### config.mk
export PLATFORM = sky130hd
export DESIGN_NAME = vga_scanout
export DESIGN_NICKNAME = d
export VERILOG_FILES = /design/src/rtl/vga_scanout_pkg.sv /design/src/rtl/vga_sync_counter.sv /design/src/rtl/vga_scanout.sv
export SDC_FILE = /design/constraint.sdc
export NUM_CORES = 1
export LEC_CHECK = 0
export CORE_MARGIN = 2
export CORE_UTILIZATION = 55
export CTS_CLUSTER_SIZE = 24
export DETAILED_ROUTE_END_ITERATION = 10
export PLACE_DENSITY_LB_ADDON = 0.12
export SLEW_MARGIN = 20
export SYNTH_ARGS = -nofsm -noshare
export SYNTH_HDL_FRONTEND = slang
export SYNTH_SLANG_ARGS = --single-unit
### constraint.sdc
create_clock -name Clock -period 3.2 [get_ports Clock]
set_clock_uncertainty 0.15 [all_clocks]
set_input_delay 0.48 -clock Clock [delete_from_list [all_inputs] [get_ports Clock]]
set_output_delay 0.48 -clock Clock [all_outputs]
set_load 0.005 [all_outputs]
### src/rtl/vga_scanout_pkg.sv
`default_nettype none
// ============================================================================
// vga_scanout_pkg : shared VGA timing, frame-buffer and colour definitions
// Revision 1.0
// ============================================================================
package vga_scanout_pkg;

  localparam int unsigned DEF_H_VISIBLE = 640;
  localparam int unsigned DEF_H_FRONT   = 16;
  localparam int unsigned DEF_H_SYNC    = 96;
  localparam int unsigned DEF_H_BACK    = 48;
  localparam int unsigned DEF_V_VISIBLE = 480;
  localparam int unsigned DEF_V_FRONT   = 10;
  localparam int unsigned DEF_V_SYNC    = 2;
  localparam int unsigned DEF_V_BACK    = 33;
  localparam int unsigned DEF_FB_COLS   = 80;
  localparam int unsigned DEF_FB_ROWS   = 60;

  localparam int unsigned HC_W   = 10;
  localparam int unsigned VC_W   = 10;
  localparam int unsigned ADDR_W = 13;
  localparam int unsigned RGB_W  = 3;

  // Colour bit order is {R, G, B}
  localparam logic [RGB_W-1:0] COLOR_BLACK   = 3'b000;
  localparam logic [RGB_W-1:0] COLOR_BLUE    = 3'b001;
  localparam logic [RGB_W-1:0] COLOR_GREEN   = 3'b010;
  localparam logic [RGB_W-1:0] COLOR_CYAN    = 3'b011;
  localparam logic [RGB_W-1:0] COLOR_RED     = 3'b100;
  localparam logic [RGB_W-1:0] COLOR_MAGENTA = 3'b101;
  localparam logic [RGB_W-1:0] COLOR_YELLOW  = 3'b110;
  localparam logic [RGB_W-1:0] COLOR_WHITE   = 3'b111;

  typedef struct packed {
    logic vis;
    logic hs_n;
    logic vs_n;
    logic first;
  } stage1_t;

  localparam stage1_t STAGE1_RESET = '{vis: 1'b0, hs_n: 1'b1, vs_n: 1'b1, first: 1'b0};

  // Each frame-buffer cell covers an 8x8 pixel block
  function automatic logic [ADDR_W-1:0] cell_addr(input logic [HC_W-1:0] hc,
                                                  input logic [VC_W-1:0] vc,
                                                  input int unsigned     cols);
    return ADDR_W'((32'(vc) >> 3) * cols + (32'(hc) >> 3));
  endfunction

endpackage
`default_nettype wire

### src/rtl/vga_sync_counter.sv
`default_nettype none
// ============================================================================
// vga_sync_counter : horizontal/vertical raster counters with raw sync/visible
// Revision 1.0
// ============================================================================
module vga_sync_counter
  import vga_scanout_pkg::*;
#(
  parameter int unsigned H_VISIBLE = DEF_H_VISIBLE,
  parameter int unsigned H_FRONT   = DEF_H_FRONT,
  parameter int unsigned H_SYNC    = DEF_H_SYNC,
  parameter int unsigned H_BACK    = DEF_H_BACK,
  parameter int unsigned V_VISIBLE = DEF_V_VISIBLE,
  parameter int unsigned V_FRONT   = DEF_V_FRONT,
  parameter int unsigned V_SYNC    = DEF_V_SYNC,
  parameter int unsigned V_BACK    = DEF_V_BACK
) (
  input  logic            Clock,
  input  logic            Reset,
  input  logic            pix_en,
  output logic [HC_W-1:0] hc,
  output logic [VC_W-1:0] vc,
  output logic            visible,
  output logic            hs_n,
  output logic            vs_n
);

  localparam logic [HC_W-1:0] H_LAST   = HC_W'(H_VISIBLE + H_FRONT + H_SYNC + H_BACK - 1);
  localparam logic [VC_W-1:0] V_LAST   = VC_W'(V_VISIBLE + V_FRONT + V_SYNC + V_BACK - 1);
  localparam logic [HC_W-1:0] H_VIS    = HC_W'(H_VISIBLE);
  localparam logic [VC_W-1:0] V_VIS    = VC_W'(V_VISIBLE);
  localparam logic [HC_W-1:0] HS_START = HC_W'(H_VISIBLE + H_FRONT);
  localparam logic [HC_W-1:0] HS_END   = HC_W'(H_VISIBLE + H_FRONT + H_SYNC);
  localparam logic [VC_W-1:0] VS_START = VC_W'(V_VISIBLE + V_FRONT);
  localparam logic [VC_W-1:0] VS_END   = VC_W'(V_VISIBLE + V_FRONT + V_SYNC);

  logic [HC_W-1:0] hc_q, hc_d;
  logic [VC_W-1:0] vc_q, vc_d;

  always_ff @(posedge Clock or negedge Reset) begin
    if (!Reset) begin
      hc_q <= '0;
      vc_q <= '0;
    end else begin
      hc_q <= hc_d;
      vc_q <= vc_d;
    end
  end

  always_comb begin
    hc_d = hc_q;
    vc_d = vc_q;
    if (pix_en) begin
      if (hc_q == H_LAST) begin
        hc_d = '0;
        vc_d = (vc_q == V_LAST) ? '0 : vc_q + VC_W'(1);
      end else begin
        hc_d = hc_q + HC_W'(1);
      end
    end
  end

  assign hc      = hc_q;
  assign vc      = vc_q;
  assign visible = (hc_q < H_VIS) && (vc_q < V_VIS);
  assign hs_n    = !((hc_q >= HS_START) && (hc_q < HS_END));
  assign vs_n    = !((vc_q >= VS_START) && (vc_q < VS_END));

endmodule
`default_nettype wire

### src/rtl/vga_scanout.sv
`default_nettype none
// ============================================================================
// vga_scanout : 640x480 text-cell scan-out with two-stage video-RAM pipeline
// Revision 1.0
// ============================================================================
module vga_scanout
  import vga_scanout_pkg::*;
#(
  parameter int unsigned H_VISIBLE = DEF_H_VISIBLE,
  parameter int unsigned H_FRONT   = DEF_H_FRONT,
  parameter int unsigned H_SYNC    = DEF_H_SYNC,
  parameter int unsigned H_BACK    = DEF_H_BACK,
  parameter int unsigned V_VISIBLE = DEF_V_VISIBLE,
  parameter int unsigned V_FRONT   = DEF_V_FRONT,
  parameter int unsigned V_SYNC    = DEF_V_SYNC,
  parameter int unsigned V_BACK    = DEF_V_BACK,
  parameter int unsigned FB_COLS   = DEF_FB_COLS,
  parameter int unsigned FB_ROWS   = DEF_FB_ROWS
) (
  input  logic              Clock,
  input  logic              Reset,
  output logic [ADDR_W-1:0] oReadAddress,
  input  logic [RGB_W-1:0]  iReadData,
  output logic              oVGA_R,
  output logic              oVGA_G,
  output logic              oVGA_B,
  output logic              oVGA_HS,
  output logic              oVGA_VS,
  output logic              oFrameStart
);

  logic              pix_en_q, pix_en_d;
  logic [HC_W-1:0]   hc;
  logic [VC_W-1:0]   vc;
  logic              visible;
  logic              hs_raw_n;
  logic              vs_raw_n;
  logic              in_fb;
  stage1_t           s1_q, s1_d;
  logic [ADDR_W-1:0] addr_q, addr_d;
  logic [RGB_W-1:0]  rgb_q, rgb_d;
  logic              hs_q, hs_d;
  logic              vs_q, vs_d;
  logic              fs_q, fs_d;

  vga_sync_counter #(
    .H_VISIBLE (H_VISIBLE),
    .H_FRONT   (H_FRONT),
    .H_SYNC    (H_SYNC),
    .H_BACK    (H_BACK),
    .V_VISIBLE (V_VISIBLE),
    .V_FRONT   (V_FRONT),
    .V_SYNC    (V_SYNC),
    .V_BACK    (V_BACK)
  ) u_sync (
    .Clock   (Clock),
    .Reset   (Reset),
    .pix_en  (pix_en_q),
    .hc      (hc),
    .vc      (vc),
    .visible (visible),
    .hs_n    (hs_raw_n),
    .vs_n    (vs_raw_n)
  );

  // Keeps the read address inside the frame buffer if timing and cell geometry disagree
  assign in_fb = ((32'(hc) >> 3) < FB_COLS) && ((32'(vc) >> 3) < FB_ROWS);

  always_comb begin
    pix_en_d = ~pix_en_q;
    s1_d     = s1_q;
    addr_d   = addr_q;
    rgb_d    = rgb_q;
    hs_d     = hs_q;
    vs_d     = vs_q;
    fs_d     = 1'b0;
    if (pix_en_q) begin
      s1_d.vis   = visible;
      s1_d.hs_n  = hs_raw_n;
      s1_d.vs_n  = vs_raw_n;
      s1_d.first = (hc == '0) && (vc == '0);
      if (visible && in_fb) begin
        addr_d = cell_addr(hc, vc, FB_COLS);
      end
      // RAM data for the stage-1 address arrives one Clock later, in time for this edge
      rgb_d = s1_q.vis ? iReadData : COLOR_BLACK;
      hs_d  = s1_q.hs_n;
      vs_d  = s1_q.vs_n;
      fs_d  = s1_q.first;
    end
  end

  always_ff @(posedge Clock or negedge Reset) begin
    if (!Reset) begin
      pix_en_q <= 1'b0;
      s1_q     <= STAGE1_RESET;
      addr_q   <= '0;
      rgb_q    <= COLOR_BLACK;
      hs_q     <= 1'b1;
      vs_q     <= 1'b1;
      fs_q     <= 1'b0;
    end else begin
      pix_en_q <= pix_en_d;
      s1_q     <= s1_d;
      addr_q   <= addr_d;
      rgb_q    <= rgb_d;
      hs_q     <= hs_d;
      vs_q     <= vs_d;
      fs_q     <= fs_d;
    end
  end

  assign oReadAddress              = addr_q;
  assign {oVGA_R, oVGA_G, oVGA_B}  = rgb_q;
  assign oVGA_HS                   = hs_q;
  assign oVGA_VS                   = vs_q;
  assign oFrameStart               = fs_q;

endmodule
`default_nettype wire
## Word level (Yosys, flattened, before mapping)

Index checks and enable logic that the tools add are counted.

- Register bits: 44
- Output and inout bits: 19
- Logic and storage cells: 43

- Bitwise operators: 1
- Equal/unequal tests: 2
- Add/sub/neg operators: 3
- Muxes and demuxes: 4
- $lt $le $gt $ge: 8
- Multipliers: 1
- Reductions and logical operators: 12

Operator list:

| operator | number |
|---|---|
| $add 10x1->10 const B | 2 |
| $eq 10x10->1 const B | 2 |
| $logic_not 10->1 | 2 |
| $lt 10x10->1 const B | 2 |
| $lt 10x9->1 const B | 2 |
| $mux 10 | 2 |
| $add 13x7->13 | 1 |
| $ge 10x10->1 const B | 1 |
| $ge 10x9->1 const B | 1 |
| $mul 7x3->9 const B | 1 |
| $lt 7x6->1 const B | 1 |
| $lt 7x7->1 const B | 1 |
| $logic_and 1x1->1 | 6 |
| $reduce_and 2->1 | 2 |
| $mux 3 | 1 |
| $logic_not 1->1 | 2 |
| $mux 1 | 1 |
| $not 1->1 | 1 |

## Longest topological paths before layout

Gate-level depths: netlist of run 1.

- Depth after elaboration: 4
- Depth in mapped cells: 8

## Modules after synthesis

A second synthesis of run 1 with hierarchy kept.

- Cells, all modules: 229
- Area total of the unflattened synthesis: 2408.6 µm²

By module, submodules not included:

| module | area an instance (µm²) | cells an instance | seq. area each (µm²) | times used |
|---|---|---|---|---|
| vga_scanout | 1338.8 | 122 | 605.6 | 1 |
| vga_sync_counter | 1069.8 | 107 | 500.5 | 1 |

## Least setup slack after synthesis of run 1

No wires, ideal clock.

- Path kind: register to register
- From: register u_sync.vc_q[4], in the netlist u_sync.vc[4]
- To: register addr_q[11], in the netlist oReadAddress[11]
- Clock period less this slack: 2541 ps
- Arrival time: 2263 ps
- Stages on the path, launching flop included: 9
- Buffers on the path: 0
- Data required time: 2922 ps
- Setup slack: 659 ps
- Cells stage by stage: dfrtp_1 > ha_1 > ha_1 > fa_1 > xor2_1 > nand2_1 > nor4b_1 > xnor2_1 > o21ai_0

- Word-level cells in the longest chain between the ends: 4
- Elaborated cells between the ends (all ways): 8
- Those cells by class: 1 x add/sub; 1 x mul; 2 x order compare; 4 x reduce/logical

RTL lines:

| element | line | source |
|---|---|---|
| start: declaration | vga_sync_counter.sv:38 | `logic [VC_W-1:0] vc_q, vc_d;` |
| start signal: assignment | vga_sync_counter.sv:46 | `vc_q <= vc_d;` |
| branches (longest 4 deep; another with $add 13x7->13) | - |  |
| end signal: assignment | vga_scanout.sv:105 | `addr_q <= addr_d;` |
| end: declaration | vga_scanout.sv:40 | `logic [ADDR_W-1:0] addr_q, addr_d;` |

Several ways; the timed one is not identified.
A chain may end at the register's enable or synchronous reset.

## Worst setup path in the final report of run 1

- From: register u_sync.vc_q[6], in the netlist u_sync.vc[6]
- To: register addr_q[11], in the netlist oReadAddress[11]

Same word-level chain as after synthesis.

==> flow_results.org, run 1 <==
** Detailed routing
- Wires add up to 4.23 mm.
- In the routed design, unresolved DRC markers number 0.
- The first detailed-routing pass ran for 4 iterations.
- Vias :: 1,646
- Routed Antenna Nets :: 0
- After detailed routing, the average wire length per cell comes to 14.1 µm.
- The detailed router finished its first iteration with 61 violations.
- After detailed routing, the number of vias per cell comes to 5.51.

** Synth
- Simple-Gate Fraction of Synth Area :: 17.7%
- Counting flops with a built-in enable in the synthesized netlist gives 0.
- Synth Net Count :: 245
- The cell count after synthesis came out at 221.
- After synthesis, the share of flip-flops with an asynchronous set or reset is 100%.
- Average cell area after synthesis :: 10.6 µm²
- Of the synthesized area, sequential elements account for 47.0%.
- By area, the combinational part of the netlist is dominated by simple AND/OR/NAND/NOR gates.
- Commonest register cell after synthesis :: sky130_fd_sc_hd__dfrtp_1
- The synthesized netlist contains 44 unique library cells.
- The cell area that synthesis handed to floorplanning was 2350 µm².
- The Yosys step of the flow raised 0 warnings.
- Summing the areas of all compound-gate instances in the mapped netlist gives 10.1% of the synthesized area.
- After Yosys synthesis, XOR and XNOR cells account for 7.82% of the synthesized area.
- Of the total synthesized cell area, the portion taken by full adders, half adders and majority gates is 10.8%.
- Flip-flop and latch count after synthesis :: 44
- The portion of synthesized area spent on multiplexers is 3.83%.

** Final layout
- Fillers :: 347
- From synthesis to final layout, the design area changed by 16.0%.
- The finished cells cover 2730 µm².
- Final antenna diode count :: 0
- After the last flow step, the layout net total stands at 273.
- The count of cells in the finished layout, fillers not included, comes to 299.
- Ratio of cells with drive above 1 in the final layout :: 12.4%

** Setup path
- Crit path required time :: 3.22 ns
- Count of cells along the worst register-to-register path :: 8
- Setup Crit Path Kind :: reg2reg
- Along the worst path, the maximum fanout reaches 6.
- CP endpoint kind :: flip-flop
- Data on the critical path arrives at its endpoint at 2.59 ns.
- Crit start category :: flip-flop

** STA
- Setup violations remaining at the end of the flow were counted as 0.
- Worst Tran Pin Value :: 0.544 ns
- Headroom to the max-slew limit came out at 63.7%.
- Hold Worst Slack :: 0.0123 ns
- Share of the clock period used by the worst path after layout :: 80.2%
- Timing would allow up to 390 MHz.
- Setup tns final :: 0 ns
- Shortest period the worst path allows :: 2.57 ns
- Number of max-slew violations in the final report :: 0
- Unrepaired setup endpoints after global routing :: no
- The number of endpoints with negative hold slack in the final report came to 0.

** GRT
- Entering global routing, the biggest net connects 45 pins.
- Overall track demand over capacity in global routing :: 19.3%
- The first global-routing pass estimated 7.47 mm of wire.
- Antenna violations before repair :: 0
- For this run the aggregate overflow at the end of global routing stands at 0.
- Number of global-route vias before repair :: 1,599

** Status
- The run finished with clean final reports.

** Clock network
- Clock tree from TritonCTS :: yes
- Clk pin slew, worst setup/hold paths :: 0.08 ns
- CTS saw 44 sinks.
- After clock tree synthesis, the setup repair step added 0 buffers.
- Once the clock tree was built, the resizer swapped 0 gates to a different size.
- In this run the number of H-tree levels came out at 2.
- In this run the deepest clock path goes through 2 buffers.
- Source-to-sink clock delay at the later pin of the worst-skew pair :: 0.30 ns
- The number of clock buffers added by TritonCTS is 5.
- Quantity of hold-fixing buffers added after cts :: 0
- In this run the clock root is driven by a sky130_fd_sc_hd__clkbuf_8.

** Place
- Once placement finished, the instance area stood at 2640 µm².
- The wire-length estimate of the detail-placed layout is 3.01 mm.
- At the end of routability-driven placement, the weighted congestion stood at 0.787.
- In this run the tool buffered the top-level ports with 23 buffer cells.
- In this run, placement finished with an instance count of 292.

** Floorplan
- For this configuration, the core starts out at a cell density of 57.9%.
- Die Ht :: 69.4 µm
- In this run the count of I/O pins placed on the die edge is 24.
- DIE AREA :: 4810 µm²
- # rows :: 23
- The die is 69.4 µm wide.
- The core region is 4060 µm².

** Power
- Cell leakage power :: 1.29 nW
- Power spread over the standard cell area amounts to 336 nW/µm².
- Peak supply drop :: 247 µV

** Job
- Across the run, the number of max-cap violations was 0.

** Min path
- The path class of the tightest hold or removal check is in2async.
## critical path, stage by stage (launching register included)
cell and delay, ns:
sky130_fd_sc_hd__dfrtp_1 0.45, sky130_fd_sc_hd__ha_1 0.30, sky130_fd_sc_hd__ha_1 0.23, sky130_fd_sc_hd__fa_1 0.41
sky130_fd_sc_hd__xor2_1 0.21, sky130_fd_sc_hd__nand2_1 0.10, sky130_fd_sc_hd__nor4b_1 0.37, sky130_fd_sc_hd__xnor2_1 0.16
sky130_fd_sc_hd__o21ai_0 0.08
## state kept, by name, summed over array words and instances, names as in the netlist
name	flops
u_sync.hc	10
rgb_q	3
oVGA_VS	1
oReadAddress	13
oFrameStart	1
u_sync.vc	10
pix_en_q	1
s1_q	4
oVGA_HS	1
## power by group
part           internal [W]   total, W  switching (W)
Clock              0.000148   0.000335       0.000188
Combinational    0.00000831  0.0000213      0.0000130
Sequential         0.000558   0.000559    0.000000871
## Yosys cell counts (2+ instances only)
cell type                   n  area [µm²]
sky130_fd_sc_hd__buf_2      2        10.0
sky130_fd_sc_hd__nand3_1    6        30.0
sky130_fd_sc_hd__nand4_1    7        43.8
sky130_fd_sc_hd__nor3_1     4        20.0
sky130_fd_sc_hd__dfstp_2    4         105
sky130_fd_sc_hd__nand4b_1   2        17.5
sky130_fd_sc_hd__o21ai_0   20         100
sky130_fd_sc_hd__nor4_1     2        12.5
sky130_fd_sc_hd__dfrtp_1   40        1000
sky130_fd_sc_hd__nor2_1    14        52.6
sky130_fd_sc_hd__and3_1     4        25.0
sky130_fd_sc_hd__o21a_1     2        15.0
sky130_fd_sc_hd__fa_1       2        40.0
sky130_fd_sc_hd__nand2_1   22        82.6
sky130_fd_sc_hd__clkbuf_1   3        11.3
sky130_fd_sc_hd__ha_1      17         213
sky130_fd_sc_hd__inv_1     11        41.3
sky130_fd_sc_hd__a21o_1     4        30.0
sky130_fd_sc_hd__a21oi_1    3        15.0
sky130_fd_sc_hd__o31ai_1    2        15.0
sky130_fd_sc_hd__xnor2_1   15         131
sky130_fd_sc_hd__xor2_1     6        52.6
sky130_fd_sc_hd__mux2_2     8        90.1
## final timing paths
path                                   from          endpoint  slack, ns
hold reg to reg            oReadAddress[10]  oReadAddress[10]       0.33
hold / removal                        Reset   oReadAddress[0]       0.01
setup / recovery               u_sync.vc[6]  oReadAddress[11]       0.63
max in group asynchronous             Reset      u_sync.hc[9]       2.51
min in group Clock         oReadAddress[10]  oReadAddress[10]       0.33
setup reg to reg               u_sync.vc[6]  oReadAddress[11]       0.63
## cells in the final DEF, fill, tap and decap left out, types with 3 or more instances in the layout
cell / instances
sky130_fd_sc_hd__dfstp_2: 4
sky130_fd_sc_hd__buf_4: 5
sky130_fd_sc_hd__nor3_1: 4
sky130_fd_sc_hd__a21o_1: 4
sky130_fd_sc_hd__and3_1: 4
sky130_fd_sc_hd__clkbuf_8: 5
sky130_fd_sc_hd__dfrtp_1: 40
sky130_fd_sc_hd__xnor2_1: 15
sky130_fd_sc_hd__nand3_1: 6
sky130_fd_sc_hd__o21ai_0: 20
sky130_fd_sc_hd__mux2_2: 8
sky130_fd_sc_hd__ha_1: 17
sky130_fd_sc_hd__nor2_1: 14
sky130_fd_sc_hd__nand4_1: 7
sky130_fd_sc_hd__a21oi_1: 3
sky130_fd_sc_hd__nand2_1: 22
sky130_fd_sc_hd__clkdlybuf4s50_1: 22
sky130_fd_sc_hd__inv_1: 11
sky130_fd_sc_hd__xor2_1: 6
## metrics by stage
step                util, %  power [W]  setup WS (ns)
detailed placement     65.2   0.000591          0.652
finish                 67.2   0.000915          0.634
global route           67.2   0.000950          0.419
floorplan                 -   0.000572          0.659
CTS                    67.2   0.000924          0.630
global placement       65.2   0.000591          0.682
## cells by family (layout without fill, tap and decap cells)
kind of cell               after synthesis  after routing
and+or+nand+nor                         74             74
AOI/OAI and AO/OA                       38             38
xor gates and xnor gates                21             21
buffers and inverters                   17             45
muxes                                    8              8
DFF                                     44             44
adders and majority gates               19             19
## routing by layer
| layer | track usage [%] | part of all wire, % |
|---|---|---|
| met3 | 4.94 | 4.3 |
| met2 | 29.6 | 46 |
| met4 | 7.19 | 1.4 |
| met5 | 0 | 0 |
| met1 | 26.3 | 48 |
## layout make-up
cell class | instances | area (µm²) | area share, %
clock buffer | 5 | 68.8 | 2.52
sequential | 44 | 1110 | 40.6
inverter | 11 | 41.3 | 1.51
clock inverter | 2 | 12.5 | 0.459
tap | 50 | 62.6 | 2.29
multi-input combinational | 160 | 1180 | 43.2
timing repair buffer | 27 | 258 | 9.45
(Power assumes the default switching activity.)
==> run 2, diff against run 1 <==
--- a/config.mk
+++ b/config.mk
@@ -6,7 +6,7 @@
 export NUM_CORES = 1
 export LEC_CHECK = 0
 export CORE_MARGIN = 2
-export CORE_UTILIZATION = 55
+export CORE_UTILIZATION = 51
 export CTS_CLUSTER_SIZE = 24
 export DETAILED_ROUTE_END_ITERATION = 10
 export PLACE_DENSITY_LB_ADDON = 0.12
==> constraint.sdc (replaced) <==
create_clock -name Clock -period 2.2 [get_ports Clock]
set_clock_uncertainty 0.15 [all_clocks]
set_input_delay 0.33 -clock Clock [delete_from_list [all_inputs] [get_ports Clock]]
set_output_delay 0.33 -clock Clock [all_outputs]
set_load 0.005 [all_outputs]
==> run 2 against run 1 <==
Compared with the run above:
- the run now ends with negative setup slack left
- design area is 12% higher
- largest power group unchanged
- wire length rose by 10%
- maximum frequency increased by 11%
==> flow_results.org, run 2 (synthesized netlist as in run 1, its figures left out) <==
** Power
- Cell leakage power :: 1.41 nW (+9.2%)
- The total power was 0.00146 W (+60%).
- The share of power burned in combinational logic is 2.4% (about the same).
- Ratio of total power to cell area :: 479 nW/µm² (+43%)
- Peak supply drop :: 404 µV (+64%)
- The sequential group share of total power was 55.6% (-5.4 points).
- The switching power total came to 0.000301 W (+49%).
- The internal power summed over all cells is 0.00116 W (+63%).
- Clock network power share :: 42.1% (+5.4 points)
- The net switching fraction of the power was 20.6% (-1.4 points).

** Setup path
- The required arrival time at the worst endpoint is 2.24 ns (-0.98 ns).
- Among all stages on the critical path, the largest delay is contributed by sky130_fd_sc_hd__dfrtp_2.
- The endpoint arrival time on the critical path is 2.36 ns (-0.23 ns).
- Critical Path Max Stage Delay :: 0.43 ns (-0.02 ns)
- The number of buffer and inverter stages on the critical path is 0 (unchanged).
- Crit start category :: flip-flop
- Family of cells with the greatest summed delay on the critical path :: adder cells
- The largest driver fanout on the critical path came to 2 (-4).
- The worst register-to-register path begins at u_sync.vc[4].
- CP cell instances :: ha_4, ha_4, fa_2, xor2_2, nand2_2, nor4b_4, xnor2_1, o21ai_1
- The worst-case register-to-register setup slack was -0.12 ns (-0.75 ns).
- Count of cells along the worst register-to-register path :: 8 (unchanged)
- The worst setup path is of the reg2reg kind.
- The endpoint identified for the worst register-to-register timing path is oReadAddress[11].
- The cell that appears most often on the critical path is sky130_fd_sc_hd__ha_4.
- The worst setup path is captured at a flip-flop.

** Detailed routing
- The number of vias per cell after detailed routing came to 5.44 (-1.1%).
- Routed wire per std cell :: 14.4 µm (+1.9%)
- The remaining routing DRC violations came to 0 (unchanged).
- The sum of routed wire length over all layers is 4.65 mm (+10%).
- The violation count after the first detailed-route iteration was 80 (+31%).
- Number of detailed-routing iterations run before antenna repair :: 4 (unchanged)
- Routed Antenna Nets :: 0 (unchanged)
- The via count was 1,758 (+6.8%).

** Floorplan
- The I/O pin count is 24 (unchanged).
- The area of the core is 4380 µm² (+8.0%).
- The die width came to 71.9 µm (+3.6%).
- The total number of placement rows came to 24 (+4.3%).
- The die area was 5170 µm² (+7.4%).
- Die Ht :: 71.9 µm (+3.6%)
- Starting utilization of the core area :: 53.6% (-4.3 points)

** GRT
- Antenna violations before repair :: 0 (unchanged)
- Pin count of the biggest net entering global routing :: 23 (-49%)
- The global-route wire length before repair came to 8.11 mm (+8.7%).
- Number of global-route vias before repair :: 1,737 (+8.6%)
- Global route overflow :: 0 (unchanged)
- The all-layer global routing usage is 20.1% (+0.84 points).

** STA
- Unrepaired setup endpoints after global routing :: yes
- Setup tns final :: -0.219 ns (-0.219 ns)
- The worst max-slew margin expressed relative to the limit came to 75.2% (+11 points).
- Share of the clock period used by the worst path after layout :: 105% (+25 points)
- Top achievable clock speed :: 431 MHz (+11%)
- Worst Tran Pin Value :: 0.371 ns (-0.174 ns)
- Final Hold Violating Endpoints :: 0 (unchanged)
- The clock period minus final worst setup slack is 2.32 ns (-0.248 ns).
- Total of endpoints with negative setup slack in the final report :: 2 (+2)
- Hold Worst Slack :: 0.307 ns (+0.294 ns)
- The max-slew violation count was 0 (unchanged).
- The final worst setup slack was -0.118 ns (-0.752 ns).

** Clock network
- The number of H-tree levels was 2 (unchanged).
- The maximum clock insertion buffer count is 2 (unchanged).
- The CTS buffer count is 5 (unchanged).
- Clock root buffer :: sky130_fd_sc_hd__clkbuf_8
- The clock-pin slew on the worst setup and hold paths is 0.09 ns (about the same).
- The clock sink count came to 44 (unchanged).
- TritonCTS built the clock tree.
- Source-to-sink clock delay at the later pin of the worst-skew pair :: 0.30 ns (about the same)

** Final layout
- Leaving out fill and tap cells, the most frequent cell in the layout is sky130_fd_sc_hd__dfrtp_1.
- The count of placed standard cells in the final layout, fillers left out is 323 (+8.0%).
- In the layout the commonest cells are 39 x sky130_fd_sc_hd__dfrtp_1, 23 x sky130_fd_sc_hd__buf_4, 22 x sky130_fd_sc_hd__clkdlybuf4s50_1, 21 x sky130_fd_sc_hd__nand2_1.
- Ratio of cells with drive above 1 in the final layout :: 25.8% (+13 points)
- Final Core Density :: 69.6% (+2.4 points)
- Flip-flop count of the largest register after layout :: 13 (unchanged)
- The net total in the final layout came to 294 (+7.7%).
- The number of diodes added for antenna fixing was 0 (unchanged).
- Syn-to-layout area delta :: 29.8%

** Job
- Max_cap viols :: 0 (unchanged)

** Place
- Weighted congestion at the end of routability-driven global placement :: 0.808 (+2.6%)
- The count of buffers inserted at the top-level ports came to 23 (unchanged).
- The placed wire-length estimate came to 3.37 mm (+12%).
- Total placed cells including tap cells :: 311 (+6.5%)

** Min path
- Type of the most critical hold path :: in2async

** Status
- Result of the run :: complete, but fails checks
- Violated checks :: negative setup slack
==> run 2: power groups by stage <==
stage,sequential (W),clock (W),combinational [W]
after floorplan,0.000829,0,0.00000299
after global placement,0.000828,0,0.0000345
after detailed placement,0.000828,0,0.0000348
after CTS,0.000813,0.000633,0.0000362
after global routing,0.000814,0.000672,0.0000408
final,0.000813,0.000616,0.0000346
==> run 2: cell type report <==
cell class                      instances  area, µm²
Clock buffer                            5       68.8
Multi-Input combinational cell        160       1300
Tap cell                               52       65.1
Inverter                               11       41.3
Timing Repair Buffer                   48        428
Clock inverter                          3       42.5
Fill cell                             349       1330
Sequential cell                        44       1110
==> run 2: worst max-delay path by stage <==
stage                      start               end  depth (start not counted)
floorplan           u_sync.vc[4]  oReadAddress[12]                          8
detailed placement  u_sync.vc[5]  oReadAddress[12]                          7
global route        u_sync.vc[4]  oReadAddress[11]                          8
CTS                 u_sync.vc[4]  oReadAddress[12]                          8
global placement    u_sync.vc[5]  oReadAddress[12]                          7
finish              u_sync.vc[4]  oReadAddress[11]                          8
==> run 2: repair_timing <==
| action | 4_1_cts | 5_1_grt |
|---|---|---|
| resized for setup | 4 | 14 |
| pin swaps | 9 | 5 |
| setup endpoints to repair | 3 | 8 |
| hold buffers | 1 | 0 |
| setup buffers | 1 | 2 |
| hold endpoints to repair | 15 | 0 |
==> run 2: metal layers <==
metal | up-vias | global-route usage (%) | wire (µm)
met3 | 4 | 5.28 | 177
met1 | 841 | 28.6 | 2230
met2 | 33 | 30.2 | 2220
met4 | 0 | 6.50 | 30
met5 | - | 0 | 0
li1 | 880 | - | -
==> run 2: per-stage QoR <==
stage / cell area, µm² / setup WS, ns
2_1_floorplan: 2400 / -0.0736
3_3_place_gp: 2840 / -0.0849
3_5_place_dp: 2840 / -0.185
4_1_cts: 2990 / -0.116
5_1_grt: 3050 / -0.236
6_report: 3050 / -0.118
